### config.mk
export PLATFORM = sky130hd
export DESIGN_NAME = ebpf_imm_decode
export DESIGN_NICKNAME = d
export VERILOG_FILES = /design/src/rtl/ebpf_imm_decode.sv
export SDC_FILE = /design/constraint.sdc
export NUM_CORES = 1
export LEC_CHECK = 0
export BUFFER_PORTS_ARGS = -buffer_cell sky130_fd_sc_hd__buf_4
export CORE_MARGIN = 2
export CORE_UTILIZATION = 54
export CTS_CLUSTER_DIAMETER = 30
export DETAILED_ROUTE_END_ITERATION = 8
export HOLD_SLACK_MARGIN = 0.05
export PLACE_DENSITY_LB_ADDON = 0.12
export SLEW_MARGIN = 20
export SYNTH_ARGS = -nofsm -noshare
export SYNTH_HDL_FRONTEND = slang
export SYNTH_SLANG_ARGS = --single-unit
### constraint.sdc
create_clock -name clk -period 2.1 [get_ports clk]
set_clock_uncertainty 0.15 [all_clocks]
set_input_delay 0.105 -clock clk [delete_from_list [all_inputs] [get_ports clk]]
set_output_delay 0.105 -clock clk [all_outputs]
set_load 0.01 [all_outputs]
### src/rtl/ebpf_imm_decode.sv
// eBPF instruction-slot decoder: field split, LDDW two-slot merge,
// one-deep output register and slot-index tagging.
module ebpf_imm_decode #(
  parameter int         PC_W    = 16,
  parameter logic [7:0] LDDW_OP = 8'h18
) (
  input  logic            clk,
  input  logic            resetn,
  input  logic            flush,
  input  logic            in_valid,
  output logic            in_ready,
  input  logic [63:0]     in_insn,
  output logic            out_valid,
  input  logic            out_ready,
  output logic [7:0]      out_opcode,
  output logic [3:0]      out_dst,
  output logic [3:0]      out_src,
  output logic [15:0]     out_off,
  output logic [31:0]     out_imm32,
  output logic [63:0]     out_imm64,
  output logic            out_is_lddw,
  output logic            out_err,
  output logic [PC_W-1:0] out_pc
);

  typedef enum logic {
    S_FIRST   = 1'b0,
    S_LDDW_HI = 1'b1
  } state_e;

  state_e state_q, state_d;

  logic            out_valid_q, out_valid_d;
  logic [7:0]      opcode_q, opcode_d;
  logic [3:0]      dst_q, dst_d;
  logic [3:0]      src_q, src_d;
  logic [15:0]     off_q, off_d;
  logic [31:0]     imm32_q, imm32_d;
  logic [63:0]     imm64_q, imm64_d;
  logic            is_lddw_q, is_lddw_d;
  logic            err_q, err_d;
  logic [PC_W-1:0] pc_q, pc_d;

  logic [7:0]      lat_op_q, lat_op_d;
  logic [3:0]      lat_dst_q, lat_dst_d;
  logic [3:0]      lat_src_q, lat_src_d;
  logic [15:0]     lat_off_q, lat_off_d;
  logic [31:0]     lat_lo_q, lat_lo_d;
  logic [PC_W-1:0] lat_pc_q, lat_pc_d;

  logic [PC_W-1:0] slot_cnt_q, slot_cnt_d;

  logic [7:0]  s_op;
  logic [3:0]  s_dst;
  logic [3:0]  s_src;
  logic [15:0] s_off;
  logic [31:0] s_imm;
  logic        accept;

  assign s_op  = in_insn[7:0];
  assign s_dst = in_insn[11:8];
  assign s_src = in_insn[15:12];
  assign s_off = in_insn[31:16];
  assign s_imm = in_insn[63:32];

  assign in_ready = (!out_valid_q || out_ready) && !flush;
  assign accept   = in_valid && in_ready;

  always_comb begin
    state_d     = state_q;
    out_valid_d = out_valid_q;
    opcode_d    = opcode_q;
    dst_d       = dst_q;
    src_d       = src_q;
    off_d       = off_q;
    imm32_d     = imm32_q;
    imm64_d     = imm64_q;
    is_lddw_d   = is_lddw_q;
    err_d       = err_q;
    pc_d        = pc_q;
    lat_op_d    = lat_op_q;
    lat_dst_d   = lat_dst_q;
    lat_src_d   = lat_src_q;
    lat_off_d   = lat_off_q;
    lat_lo_d    = lat_lo_q;
    lat_pc_d    = lat_pc_q;
    slot_cnt_d  = slot_cnt_q;

    if (out_valid_q && out_ready) begin
      out_valid_d = 1'b0;
    end

    if (accept) begin
      slot_cnt_d = slot_cnt_q + PC_W'(1);
      case (state_q)
        S_FIRST: begin
          if (s_op == LDDW_OP) begin
            lat_op_d  = s_op;
            lat_dst_d = s_dst;
            lat_src_d = s_src;
            lat_off_d = s_off;
            lat_lo_d  = s_imm;
            lat_pc_d  = slot_cnt_q;
            state_d   = S_LDDW_HI;
          end else begin
            out_valid_d = 1'b1;
            opcode_d    = s_op;
            dst_d       = s_dst;
            src_d       = s_src;
            off_d       = s_off;
            imm32_d     = s_imm;
            imm64_d     = {32'h0, s_imm};
            is_lddw_d   = 1'b0;
            err_d       = 1'b0;
            pc_d        = slot_cnt_q;
          end
        end
        S_LDDW_HI: begin
          // Second slot must carry zero opcode/regs/offset
          out_valid_d = 1'b1;
          opcode_d    = lat_op_q;
          dst_d       = lat_dst_q;
          src_d       = lat_src_q;
          off_d       = lat_off_q;
          imm32_d     = lat_lo_q;
          imm64_d     = {s_imm, lat_lo_q};
          is_lddw_d   = 1'b1;
          err_d       = |in_insn[31:0];
          pc_d        = lat_pc_q;
          state_d     = S_FIRST;
        end
        default: state_d = S_FIRST;
      endcase
    end

    if (flush) begin
      state_d     = S_FIRST;
      out_valid_d = 1'b0;
      opcode_d    = '0;
      dst_d       = '0;
      src_d       = '0;
      off_d       = '0;
      imm32_d     = '0;
      imm64_d     = '0;
      is_lddw_d   = 1'b0;
      err_d       = 1'b0;
      pc_d        = '0;
      lat_op_d    = '0;
      lat_dst_d   = '0;
      lat_src_d   = '0;
      lat_off_d   = '0;
      lat_lo_d    = '0;
      lat_pc_d    = '0;
      slot_cnt_d  = '0;
    end
  end

  always_ff @(posedge clk) begin
    if (!resetn) begin
      state_q     <= S_FIRST;
      out_valid_q <= 1'b0;
      opcode_q    <= '0;
      dst_q       <= '0;
      src_q       <= '0;
      off_q       <= '0;
      imm32_q     <= '0;
      imm64_q     <= '0;
      is_lddw_q   <= 1'b0;
      err_q       <= 1'b0;
      pc_q        <= '0;
      lat_op_q    <= '0;
      lat_dst_q   <= '0;
      lat_src_q   <= '0;
      lat_off_q   <= '0;
      lat_lo_q    <= '0;
      lat_pc_q    <= '0;
      slot_cnt_q  <= '0;
    end else begin
      state_q     <= state_d;
      out_valid_q <= out_valid_d;
      opcode_q    <= opcode_d;
      dst_q       <= dst_d;
      src_q       <= src_d;
      off_q       <= off_d;
      imm32_q     <= imm32_d;
      imm64_q     <= imm64_d;
      is_lddw_q   <= is_lddw_d;
      err_q       <= err_d;
      pc_q        <= pc_d;
      lat_op_q    <= lat_op_d;
      lat_dst_q   <= lat_dst_d;
      lat_src_q   <= lat_src_d;
      lat_off_q   <= lat_off_d;
      lat_lo_q    <= lat_lo_d;
      lat_pc_q    <= lat_pc_d;
      slot_cnt_q  <= slot_cnt_d;
    end
  end

  assign out_valid   = out_valid_q;
  assign out_opcode  = opcode_q;
  assign out_dst     = dst_q;
  assign out_src     = src_q;
  assign out_off     = off_q;
  assign out_imm32   = imm32_q;
  assign out_imm64   = imm64_q;
  assign out_is_lddw = is_lddw_q;
  assign out_err     = err_q;
  assign out_pc      = pc_q;

endmodule

# == Yosys cells after proc, flatten, opt, wreduce, memory -nomap -nowiden ==
# Cells that the tools add are included.
# totals
ff_bits,244
input_bits,69
output_inout_bits,148
wordCells,56
# classes
addsub,1
n_eq_ne,2
muxes,23
bitwise,2
n_reduce_logical,10
# ops
operator,n
$pmux W64 S2,1
$mux W64,1
$pmux W16 S2,2
$pmux W32 S2,1
$mux W16,2
$mux W32,1
$reduce_or A32 Y1,1
$add A16 B1 Y16 const B,1
$pmux W4 S2,2
$pmux W8 S2,1
$eq A8 B5 Y1 const B,1
$mux W4,2
$mux W8,1
$pmux W1 S2,4
$mux W1,5
$logic_and A1 B1 Y1,3
$reduce_and A3 Y1,1
$logic_not A1 Y1,2
$ne A2 B2 Y1 const B,1
$not A1 Y1,2
$reduce_and A2 Y1,1
$reduce_or A2 Y1,1
$logic_or A1 B1 Y1,1

# == Logic depth before layout (Yosys ltp) ==
# Gate-level depths: netlist of run 1.
# depth
ltp_word,5
depth_mapped,8
mapped_depth_nobuf,5

# == Least setup slack after synthesis of run 1 ==
# OpenSTA, ideal clock, no wires.
# synth_path
path_kind,register to register
from,"register out_valid_q, in the netlist out_valid"
to,"register imm64_q[32], in the netlist out_imm64[32]"
setup_ns,0.117
arrival_time_ns,1.513
required_ns,1.833
setup_slack_ns,0.320
stages_incl_launch_ff,9
path_buffers,4
synth_period_minus_slack_ns,1.780
path_cell_list,dfxtp_1 nand2b_1 buf_2 and2_1 buf_2 and3_1 buf_2 buf_6 a22o_1
# synth_between
elab_chain_cells,5
# synth_rtl
item,line,rtl
from (decl),33,"logic out_valid_q, out_valid_d;"
from (signal assigned),180,out_valid_q <= out_valid_d;
$logic_not A1 Y1,66,assign in_ready = (!out_valid_q || out_ready) && !flush;
$logic_or A1 B1 Y1,66,
$logic_and A1 B1 Y1,66,
$logic_and A1 B1 Y1,67,assign accept = in_valid && in_ready;
$reduce_and A2 Y1 (no line),n/a,
to (signal assigned),186,imm64_q <= imm64_d;
to (decl),39,"logic [63:0] imm64_q, imm64_d;"
# Every way passes these cells.
# A chain may end at the register's enable or synchronous reset.

# == Final worst setup path of run 1 ==
# layout_path
from,input in_insn[5]
to,"register err_q, in the netlist out_err"
# layout_between
elab_chain_cells,3
word_cells_on_any_way,5
classes_between,eq/ne (2); mux (1); reduce/logical (2)
# layout_rtl
item,line,rtl
from (decl),12,"input logic [63:0] in_insn,"
$eq A8 B5 Y1,97,if (s_op == LDDW_OP) begin
$ne A2 B2 Y1 (no line),n/a,
$reduce_and A2 Y1 (no line),n/a,
to (signal assigned),188,err_q <= err_d;
to (decl),41,"logic err_q, err_d;"
# Several ways; a longest one is shown, not always the timed one.

==> results of run 1 <==
[cell type report]
class / instances / area share, %
multi-input cells: 591 / 33.6
clock inverters: 19 / 2.13
flip-flops and latches: 212 / 32.4
well taps: 225 / 2.14
clock buffers: 58 / 9.56
repair buffers: 315 / 20.3
[report_power, final]
| part | leakage (nW) | internal [mW] | switching (mW) |
|---|---|---|---|
| logic | 2.56 | 0.430 | 0.487 |
| registers | 1.71 | 4.09 | 0.0394 |
| clock network | 0.757 | 5.00 | 2.09 |
| total | 5.03 | 9.52 | 2.62 |
[cells in the mapped netlist (all sizes together), types with 3 or more instances]
| cell | number | area share, % |
|---|---|---|
| clkbuf | 38 | 1.5 |
| dfxtp | 212 | 45 |
| o21ai | 4 | 0.21 |
| nor2 | 15 | 0.60 |
| a22o | 33 | 3.1 |
| and2 | 3 | 0.23 |
| nor2b | 4 | 0.27 |
| a211oi | 79 | 11 |
| nand2b | 3 | 0.20 |
| nor4 | 7 | 0.54 |
| and3 | 9 | 0.60 |
| or3 | 4 | 0.27 |
| xor2 | 5 | 0.47 |
| a21oi | 89 | 4.9 |
| and4 | 3 | 0.28 |
| nand2 | 151 | 6.1 |
| nand4 | 8 | 0.60 |
| nand3 | 5 | 0.27 |
| buf | 79 | 6.1 |
| o21a | 5 | 0.40 |
| mux2i | 152 | 16 |
[registers in the layout, summed over array words and instances (netlist names), 8 cells and up]
register / flops
lat_pc_q: 16
lat_off_q: 16
out_imm64: 33
slot_cnt_q: 16
lat_lo_q: 32
out_opcode: 8
out_pc: 16
out_off: 16
lat_op_q: 8
out_imm32: 31
[worst max-delay path by stage]
stage                          start            end
after CTS                 in_insn[5]        out_err
after global placement    in_insn[7]   out_imm32[5]
final                     in_insn[5]        out_err
after global routing      in_insn[5]        out_err
after floorplan            out_valid  out_imm64[32]
after detailed placement  in_insn[7]     out_off[0]
[worst max-delay path, stage by stage]
cell	delay [ps]
dlygate4sd3_1	540
buf_4	140
nor2_2	130
dlygate4sd3_1	580
nand2_1	60
or4_1	570
a22o_1	190
[cell families after synthesis]
| family | Yosys count | share of synthesized area [%] |
|---|---|---|
| and+or+nand+nor | 215 | 10.2 |
| AOI/OAI and AO/OA | 217 | 19.7 |
| adders and majority gates | 1 | 0.134 |
| buffers and inverters | 117 | 7.64 |
| xor gates and xnor gates | 6 | 0.563 |
| muxes | 152 | 16.3 |
| DFF | 212 | 45.5 |
[per-layer routing]
metal  wire length (um)  vias to the layer above  track usage, %
met5                  0                        -               0
met4                410                        0            7.93
met3               1550                       32            5.76
met2              12500                      257            46.6
met1              10400                     3795            32.1
li1                   -                     3748               -
[stage by stage]
stage          instance area [sq um]  utilization (%)  hold slack, ps
2_1_floorplan                   9340                -            87.6
3_3_place_gp                   10900             63.7             193
6_report                       13100             76.7             128
5_1_grt                        13100             76.7             146
3_5_place_dp                   10900             63.7             196
4_1_cts                        13100             76.7             121
[what timing repair did]
| item | CTS | global route |
|---|---|---|
| hold buffers | 68 | 0 |
| resized for setup | 0 | 1 |
| endpoints found under the hold margin | 175 | 0 |
| endpoints found under the setup margin | 0 | 1 |
==> parameters.txt, run 1 <==
Parameter                              Value

Outcome
  Status    complete, no violations

Cells and area
  Highest-count cells in the layout ignoring fill and taps    buf_4 (237), dfxtp_1 (211), mux2i_1 (152), nand2_1 (151), a21oi_1 (88)
  Net count, final    1233
  Fraction of final layout cells sized beyond drive strength 1    34.2%
  Area of the multi-input gates    4410 sq um
  Fill cell instance count of the final layout    1188
  Non-filler cells, final    1420
  Most common library cell in the layout ignoring fill and taps    buf_4
  Antenna diode count    0
  Sequential cell area    4250 sq um
  Post-synthesis to final-layout area growth    40.6%

Yosys
  Synthesized instance count    920
  Synthesized netlist net count    990
  Number of enable flip-flop cells after synthesis    0
  Yosys warns    0
  Number of distinct library cell variants in the gate-level netlist after synthesis    38
  Seq cells post-synth    212
  Post-synthesis cell area    9340 sq um
  Mean instance size in the synthesized netlist    10.1 sq um
  Post-synthesis sequential area ratio    45.5%
  Most used DFF post-synth    dfxtp_1
  Fraction of registers with async set/reset    0%

STA
  Final hold violation count    0
  Number of endpoints failing setup at the final stage    0
  Tcrit/Tclk final    98.6%
  Relative slew slack    58.3%
  PnR worst setup slack    29.5 ps
  Achievable clock frequency    483 MHz
  Post-layout min period    2070 ps
  Unrepaired setup endpoints after global routing    false
  Final Slew Violations    0
  Transition time at the pin with the least slew margin    626 ps
  Final TNS setup    0 ps

Clock tree
  CTS buffer count    43
  Maximum level of the CTS H-tree    2
  Maximum root-to-sink buffer count    3
  Setup Fix Bufs, Post-CTS    0
  Clock input transition at the sequential cells of the worst setup and hold paths    50 ps
  Total clock sinks    212
  CTS tree    built
  Cell at the root of the clock tree    clkbuf_16
  Worst-Skew Late Latency    510 ps

Setup path
  Worst R2R Path Depth    4
  CP Max Fanout    2
  CP Data Required Time    2340 ps
  Startpoint Class    primary input
  Launch point of the worst reg-to-reg path    state_q
  Type of element capturing the critical path    flop
  Critical path class    primary input to flop
  End of the worst register-to-register path    out_imm64[44]
  Arrival time reported for the critical path endpoint    2310 ps
  Worst-case register-to-register setup slack    240 ps

Placement
  Placed cell count    1275
  Quantity of I/O buffers inserted on ports    216
  GPL Wtd Cong    0.785
  Placed wire-length estimate    15.0 mm
  Worst setup slack before clock tree synthesis    225 ps

Global routing
  Vias in the first global route    7864
  Global-route wire length before repair    39.1 mm
  Pin count of the biggest net entering global routing    94
  Number of antenna violations at the first check in global routing    0
  Grt total ovfl    0
  Total global-route track usage    26.4%

Floorplanning
  DIE HEIGHT    135 um
  Starting density of the core    54.5%
  Die outline area    18400 sq um
  Number of standard-cell rows in the floorplan    48
  Horizontal die dimension    135 um
  Top-Level Pins    217
  Core area    17100 sq um

Min path
  Startpoint of the tightest hold check path    in_valid
  WHS Endpoint    state_q
  Cell depth of the worst hold path    4
  Hold WC Path Type    primary input to flop

Drt
  Residual DRC count    0
  Routed WL per cell    17.5 um
  Number of vias per cell after detailed routing    5.52
  Number of routed nets with antenna violations    0
  Vias after detailed routing    7832
  DRC violation total after the first TritonRoute iteration    378
  DRT Pass-1 Iters    4
  Total routed wirelength    24.9 mm

Power
  IR drop worst, VDD    0.000788 V
  Power, Total    12.1 mW
  Cell area power density    925 nW/um^2
  Leakage power total    5.03 nW

Flow run
  Reported max-cap violation count    0
Power figures use the tool's default switching activity.
==> inputs of run 2 (changes only) <==
--- a/config.mk
+++ b/config.mk
@@ -5,7 +5,7 @@
 export SDC_FILE = /design/constraint.sdc
 export NUM_CORES = 1
 export LEC_CHECK = 0
-export BUFFER_PORTS_ARGS = -buffer_cell sky130_fd_sc_hd__buf_4
+export BUFFER_PORTS_ARGS = -buffer_cell sky130_fd_sc_hd__buf_2
 export CORE_MARGIN = 2
 export CORE_UTILIZATION = 54
 export CTS_CLUSTER_DIAMETER = 30
==> parameters.txt, run 2 (synthesis results as in run 1) <==
Parameter                              Value

Clock tree
  Maximum root-to-sink buffer count    3
  Total clock sinks    212
  CTS tree    built
  CTS resizes    0
  CTS buffer count    42
  Cell at the root of the clock tree    clkbuf_16
  Maximum level of the CTS H-tree    2
  Clock input transition at the sequential cells of the worst setup and hold paths    50 ps
  Worst-Skew Late Latency    510 ps

Drt
  Number of vias per cell after detailed routing    5.38
  DRT Pass-1 Iters    4
  Total routed wirelength    23.7 mm
  DRC violation total after the first TritonRoute iteration    320
  Number of routed nets with antenna violations    0
  Routed WL per cell    16.7 um
  Vias after detailed routing    7641
  Residual DRC count    0

Placement
  Placed wire-length estimate    14.5 mm
  GPL Wtd Cong    0.789
  DP Area    10400 sq um
  Placed cell count    1274
  Worst setup slack before clock tree synthesis    119 ps
  Quantity of I/O buffers inserted on ports    216

STA
  Final hold violation count    0
  Hold Slack    227 ps
  Post-layout min period    1870 ps
  Tcrit/Tclk final    89.1%
  Number of endpoints failing setup at the final stage    0
  Relative slew slack    58.3%
  PnR worst setup slack    229 ps
  Final TNS setup    0 ps
  Transition time at the pin with the least slew margin    625 ps
  Unrepaired setup endpoints after global routing    false
  Achievable clock frequency    535 MHz
  Final Slew Violations    0

Min path
  Hold WC Path Type    primary input to flop

Floorplanning
  Starting density of the core    54.5%
  Top-Level Pins    217
  Number of standard-cell rows in the floorplan    48
  Die outline area    18400 sq um
  Core area    17100 sq um
  Horizontal die dimension    135 um
  DIE HEIGHT    135 um

Setup path
  Slowest Stage Delay on Critical Path    470 ps
  Endpoint of the worst setup timing path    out_imm64[49]
  Launch point of the worst reg-to-reg path    state_q
  End of the worst register-to-register path    out_imm64[49]
  Startpoint Class    flop
  Critical path class    flop to flop
  CP top delay family    buffers and inverters
  Worst R2R Path Depth    4
  Crit path launch    state_q
  Combined buffer and inverter count along the critical path    2
  Critical-path cell list    buf_12 -> and3_1 -> buf_4 -> a22o_1
  CP Max Fanout    82
  Arrival time reported for the critical path endpoint    2160 ps
  Crit. path cell count    4
  Standard cell with the maximum stage delay on the critical path    buf_12
  CP Data Required Time    2390 ps
  Type of element capturing the critical path    flop
  Worst-case register-to-register setup slack    230 ps

Cells and area
  Antenna diode count    0
  Fraction of final layout cells sized beyond drive strength 1    34.5%
  Fill cell instance count of the final layout    1264
  Highest-count cells in the layout ignoring fill and taps    buf_2 (216), dfxtp_1 (211), mux2i_1 (152), nand2_1 (151), a21oi_1 (88)
  Most common library cell in the layout ignoring fill and taps    buf_2
  Final instance area    12500 sq um
  Number of flip-flops under the largest register name    33
  Sequential cell area    4250 sq um
  Post-synthesis to final-layout area growth    34.4%
  Net count, final    1233
  Non-filler cells, final    1421
  Final core area utilization    73.3%
  Area of the multi-input gates    4400 sq um

Power
  Cell area power density    939 nW/um^2
  Leakage power total    4.94 nW
  IR drop worst, VDD    0.000913 V
  Power, Total    11.8 mW

Global routing
  Global-route wire length before repair    37.9 mm
  Pin count of the biggest net entering global routing    85
  Total global-route track usage    25.4%
  Grt total ovfl    0
  Vias in the first global route    7534
  Number of antenna violations at the first check in global routing    0

Flow run
  Reported max-cap violation count    0

Outcome
  Status    complete, no violations
-- run 2: cell types whose count changed in the layout (fill, tap and decap cells not counted), sizes merged --
cell,previous run,this run
bufinv,7,4
buf,247,248
inv,0,6
clkinvlp,2,7
clkbuf,58,51
clkinv,10,9
-- run 2: worst min path at each step --
| stage | startpoint | to | slack (ps) | cells after the start |
|---|---|---|---|---|
| after global routing | in_insn[54] | out_imm64[54] | 240 | 3 |
| after global placement | in_insn[37] | out_imm64[37] | 200 | 2 |
| after detailed placement | in_insn[56] | out_imm64[56] | 200 | 2 |
| final | in_insn[62] | out_imm64[62] | 230 | 3 |
| after floorplan | in_insn[32] | out_imm64[32] | 90 | 1 |
| after CTS | in_insn[56] | out_imm64[56] | 210 | 3 |
-- run 2: timing repair --
action	CTS	global route
endpoints found under the hold margin	168	0
endpoints found under the setup margin	0	142
buffers inserted	0	2
hold buffers	68	0
-- run 2: final cells by class --
class / count / area share, %
Clock inverter: 26 / 2.32
Sequential cell: 212 / 33.8
Tap cell: 225 / 2.24
Clock buffer: 51 / 9.55
Timing Repair Buffer: 316 / 16.9
Multi-Input combinational cell: 591 / 35.1
-- run 2: power by group --
| part | internal, mW | switching [mW] | total, mW |
|---|---|---|---|
| sequential | 4.09 | 0.0361 | 4.12 |
| combinational | 0.359 | 0.475 | 0.834 |
| clock | 4.59 | 2.23 | 6.82 |
-- run 2: layer usage --
layer	global-route usage (%)	routed length, um	vias to the layer above
met5	0	0	-
met4	7.93	414	0
met3	5.35	1380	37
met2	43.0	11400	220
met1	32.7	10500	3626
li1	-	-	3758
-- run 2: worst register-to-register path: cells and delay by family, from the launching register on --
| family | cells | cell delay (ps) |
|---|---|---|
| AO/OA/AOI/OAI | 1 | 210 |
| flip-flops | 1 | 350 |
| AND/OR/NAND/NOR | 1 | 320 |
| buffers and inverters | 2 | 770 |
==> inputs of run 3 (changes only) <==
--- a/config.mk
+++ b/config.mk
@@ -11,7 +11,7 @@
 export CTS_CLUSTER_DIAMETER = 30
 export DETAILED_ROUTE_END_ITERATION = 8
 export HOLD_SLACK_MARGIN = 0.05
-export PLACE_DENSITY_LB_ADDON = 0.12
+export PLACE_DENSITY_LB_ADDON = 0.15
 export SLEW_MARGIN = 20
 export SYNTH_ARGS = -nofsm -noshare
 export SYNTH_HDL_FRONTEND = slang
==> constraint.sdc (replaced) <==
create_clock -name clk -period 2.1 [get_ports clk]
set_clock_uncertainty 0.15 [all_clocks]
set_input_delay 0.105 -clock clk [delete_from_list [all_inputs] [get_ports clk]]
set_output_delay 0.105 -clock clk [all_outputs]
set_load 0.005 [all_outputs]
==> parameters.txt, run 3 (synthesis results as in run 1) <==
Parameter                              Value

STA
  Final Slew Violations    0
  Relative slew slack    54.8%
  Transition time at the pin with the least slew margin    677 ps
  Final TNS setup    0 ps
  Tcrit/Tclk final    94.0%
  Achievable clock frequency    506 MHz
  Post-layout min period    1970 ps
  Number of endpoints failing setup at the final stage    0
  Final hold violation count    0
  PnR worst setup slack    125 ps
  Unrepaired setup endpoints after global routing    false

Setup path
  Crit. path cell count    9
  CP Max Fanout    35
  Slowest Stage Delay on Critical Path    540 ps
  Startpoint Class    primary input
  Type of element capturing the critical path    flop
  Standard cell with the maximum stage delay on the critical path    dlygate4sd3_1
  Worst R2R Path Depth    5
  Arrival time reported for the critical path endpoint    2270 ps
  Critical path class    primary input to flop
  Worst-case register-to-register setup slack    290 ps
  Critical-path cell list    dlygate4sd3_1 -> buf_2 -> nor4_2 -> nand4_1 -> buf_4 -> buf_12 -> a21oi_4 -> buf_12 -> a22o_1
  CP top delay family    buffers and inverters
  CP Data Required Time    2390 ps
  Combined buffer and inverter count along the critical path    5
  Launch point of the worst reg-to-reg path    slot_cnt_q[1]
  End of the worst register-to-register path    slot_cnt_q[14]
  Most repeated library cell on the critical path    buf_12

Drt
  Residual DRC count    0
  Number of routed nets with antenna violations    0
  Total routed wirelength    24.4 mm
  Number of vias per cell after detailed routing    5.48
  Vias after detailed routing    7726
  Routed WL per cell    17.3 um
  DRC violation total after the first TritonRoute iteration    428
  DRT Pass-1 Iters    5

Min path
  Cell depth of the worst hold path    6
  WHS Endpoint    slot_cnt_q[3]
  Startpoint of the tightest hold check path    in_valid
  Hold WC Path Type    primary input to flop

Power
  Internal power of the cells    9.01 mW
  Switching power of the nets    2.66 mW
  Proportion of power drawn by flip-flops and latches    35.3%
  Fraction of power consumed by the clock network    57.8%
  Leakage power total    4.89 nW
  IR drop worst, VDD    0.000622 V
  Cell area power density    938 nW/um^2
  Portion of total power attributed to combinational logic    6.9%
  Fraction of power spent switching nets    22.8%

Global routing
  Pin count of the biggest net entering global routing    117
  Global-route wire length before repair    38.7 mm
  Vias in the first global route    7477
  Number of antenna violations at the first check in global routing    0
  Grt total ovfl    0
  Total global-route track usage    26.2%

Cells and area
  Fraction of final layout cells sized beyond drive strength 1    33.8%
  Antenna diode count    0
  Highest-count cells in the layout ignoring fill and taps    buf_2 (216), dfxtp_1 (211), mux2i_1 (152), nand2_1 (151), a21oi_1 (88)
  Net count, final    1222
  Number of flip-flops under the largest register name    33
  Most common library cell in the layout ignoring fill and taps    buf_2
  Non-filler cells, final    1410
  Post-synthesis to final-layout area growth    33.3%

Clock tree
  Total clock sinks    212
  Clock input transition at the sequential cells of the worst setup and hold paths    50 ps
  CTS buffer count    41
  Maximum level of the CTS H-tree    2
  Setup Fix Bufs, Post-CTS    0
  Maximum root-to-sink buffer count    3
  Cell at the root of the clock tree    clkbuf_16
  CTS resizes    0
  CTS tree    built
  Worst-Skew Late Latency    520 ps

Placement
  Worst setup slack before clock tree synthesis    190 ps
  Placed wire-length estimate    14.2 mm
  GPL Wtd Cong    0.771
  Quantity of I/O buffers inserted on ports    216
  Placed cell count    1267

Floorplanning
  Starting density of the core    54.5%
  Core area    17100 sq um
  Top-Level Pins    217
  Die outline area    18400 sq um
  DIE HEIGHT    135 um
  Number of standard-cell rows in the floorplan    48
  Horizontal die dimension    135 um

Outcome
  Status    complete, no violations

Flow run
  Reported max-cap violation count    0
[run 3: changes by cell type in the layout (fill, tap and decap cells not counted), sizes merged]
cell and delta:
clkinv +4, buf -9, dlygate4sd3 -1, bufinv +3, inv -3, clkbuf -3
clkinvlp -2
[run 3: worst min-delay path, stage by stage]
cell and delay (ps):
buf_2 90, nor2b_1 140, buf_4 160, nand3_1 90
xor2_1 60, nor2_1 70
[run 3: power groups by stage]
| stage | logic (mW) | registers [mW] | clock network, mW |
|---|---|---|---|
| 2_1_floorplan | 0.447 | 4.20 | 0 |
| 3_3_place_gp | 0.689 | 4.20 | 0 |
| 3_5_place_dp | 0.695 | 4.20 | 0 |
| 4_1_cts | 0.796 | 4.12 | 6.84 |
| 5_1_grt | 0.870 | 4.13 | 7.05 |
| 6_report | 0.801 | 4.12 | 6.75 |
[run 3: worst max-delay path by stage]
stage          startpoint  slack, ps            end
2_1_floorplan   out_valid        360  out_imm64[32]
3_3_place_gp   in_insn[7]        240        out_err
3_5_place_dp   in_insn[7]        190  out_imm64[42]
4_1_cts        in_insn[7]        160  out_imm64[42]
5_1_grt        in_insn[7]         20  out_imm64[42]
6_report       in_insn[7]        130  out_imm64[42]
[run 3: final cells by class]
class                   count  area (sq um)
well taps                 225           282
flip-flops and latches    212          4250
clock inverters            28           365
repair buffers            306          2060
multi-input cells         591          4400
clock buffers              48          1080
fillers                  1283          4670
[run 3: metal layers]
layer | share of wire [%] | global-route usage (%)
met1 | 46 | 34.7
met2 | 46 | 43.1
met3 | 6.2 | 5.99
met4 | 1.8 | 7.70
met5 | 0 | 0
[run 3: through the flow]
| stage | util, % | power (mW) | area (sq um) | hold slack, ps |
|---|---|---|---|---|
| 6_report | 72.7 | 11.7 | 12400 | 83.4 |
| 5_1_grt | 72.7 | 12.0 | 12400 | 147 |
| 4_1_cts | 72.7 | 11.8 | 12400 | 81.4 |
| 3_5_place_dp | 60.3 | 4.90 | 10300 | 206 |
| 3_3_place_gp | 60.3 | 4.89 | 10300 | 205 |
| 2_1_floorplan | - | 4.65 | 9340 | 87.6 |
[run 3: timing repair]
| item | CTS | global route |
|---|---|---|
| endpoints found under the setup margin | 0 | 0 |
| hold endpoints to repair | 167 | 0 |
| hold buffers | 67 | 0 |
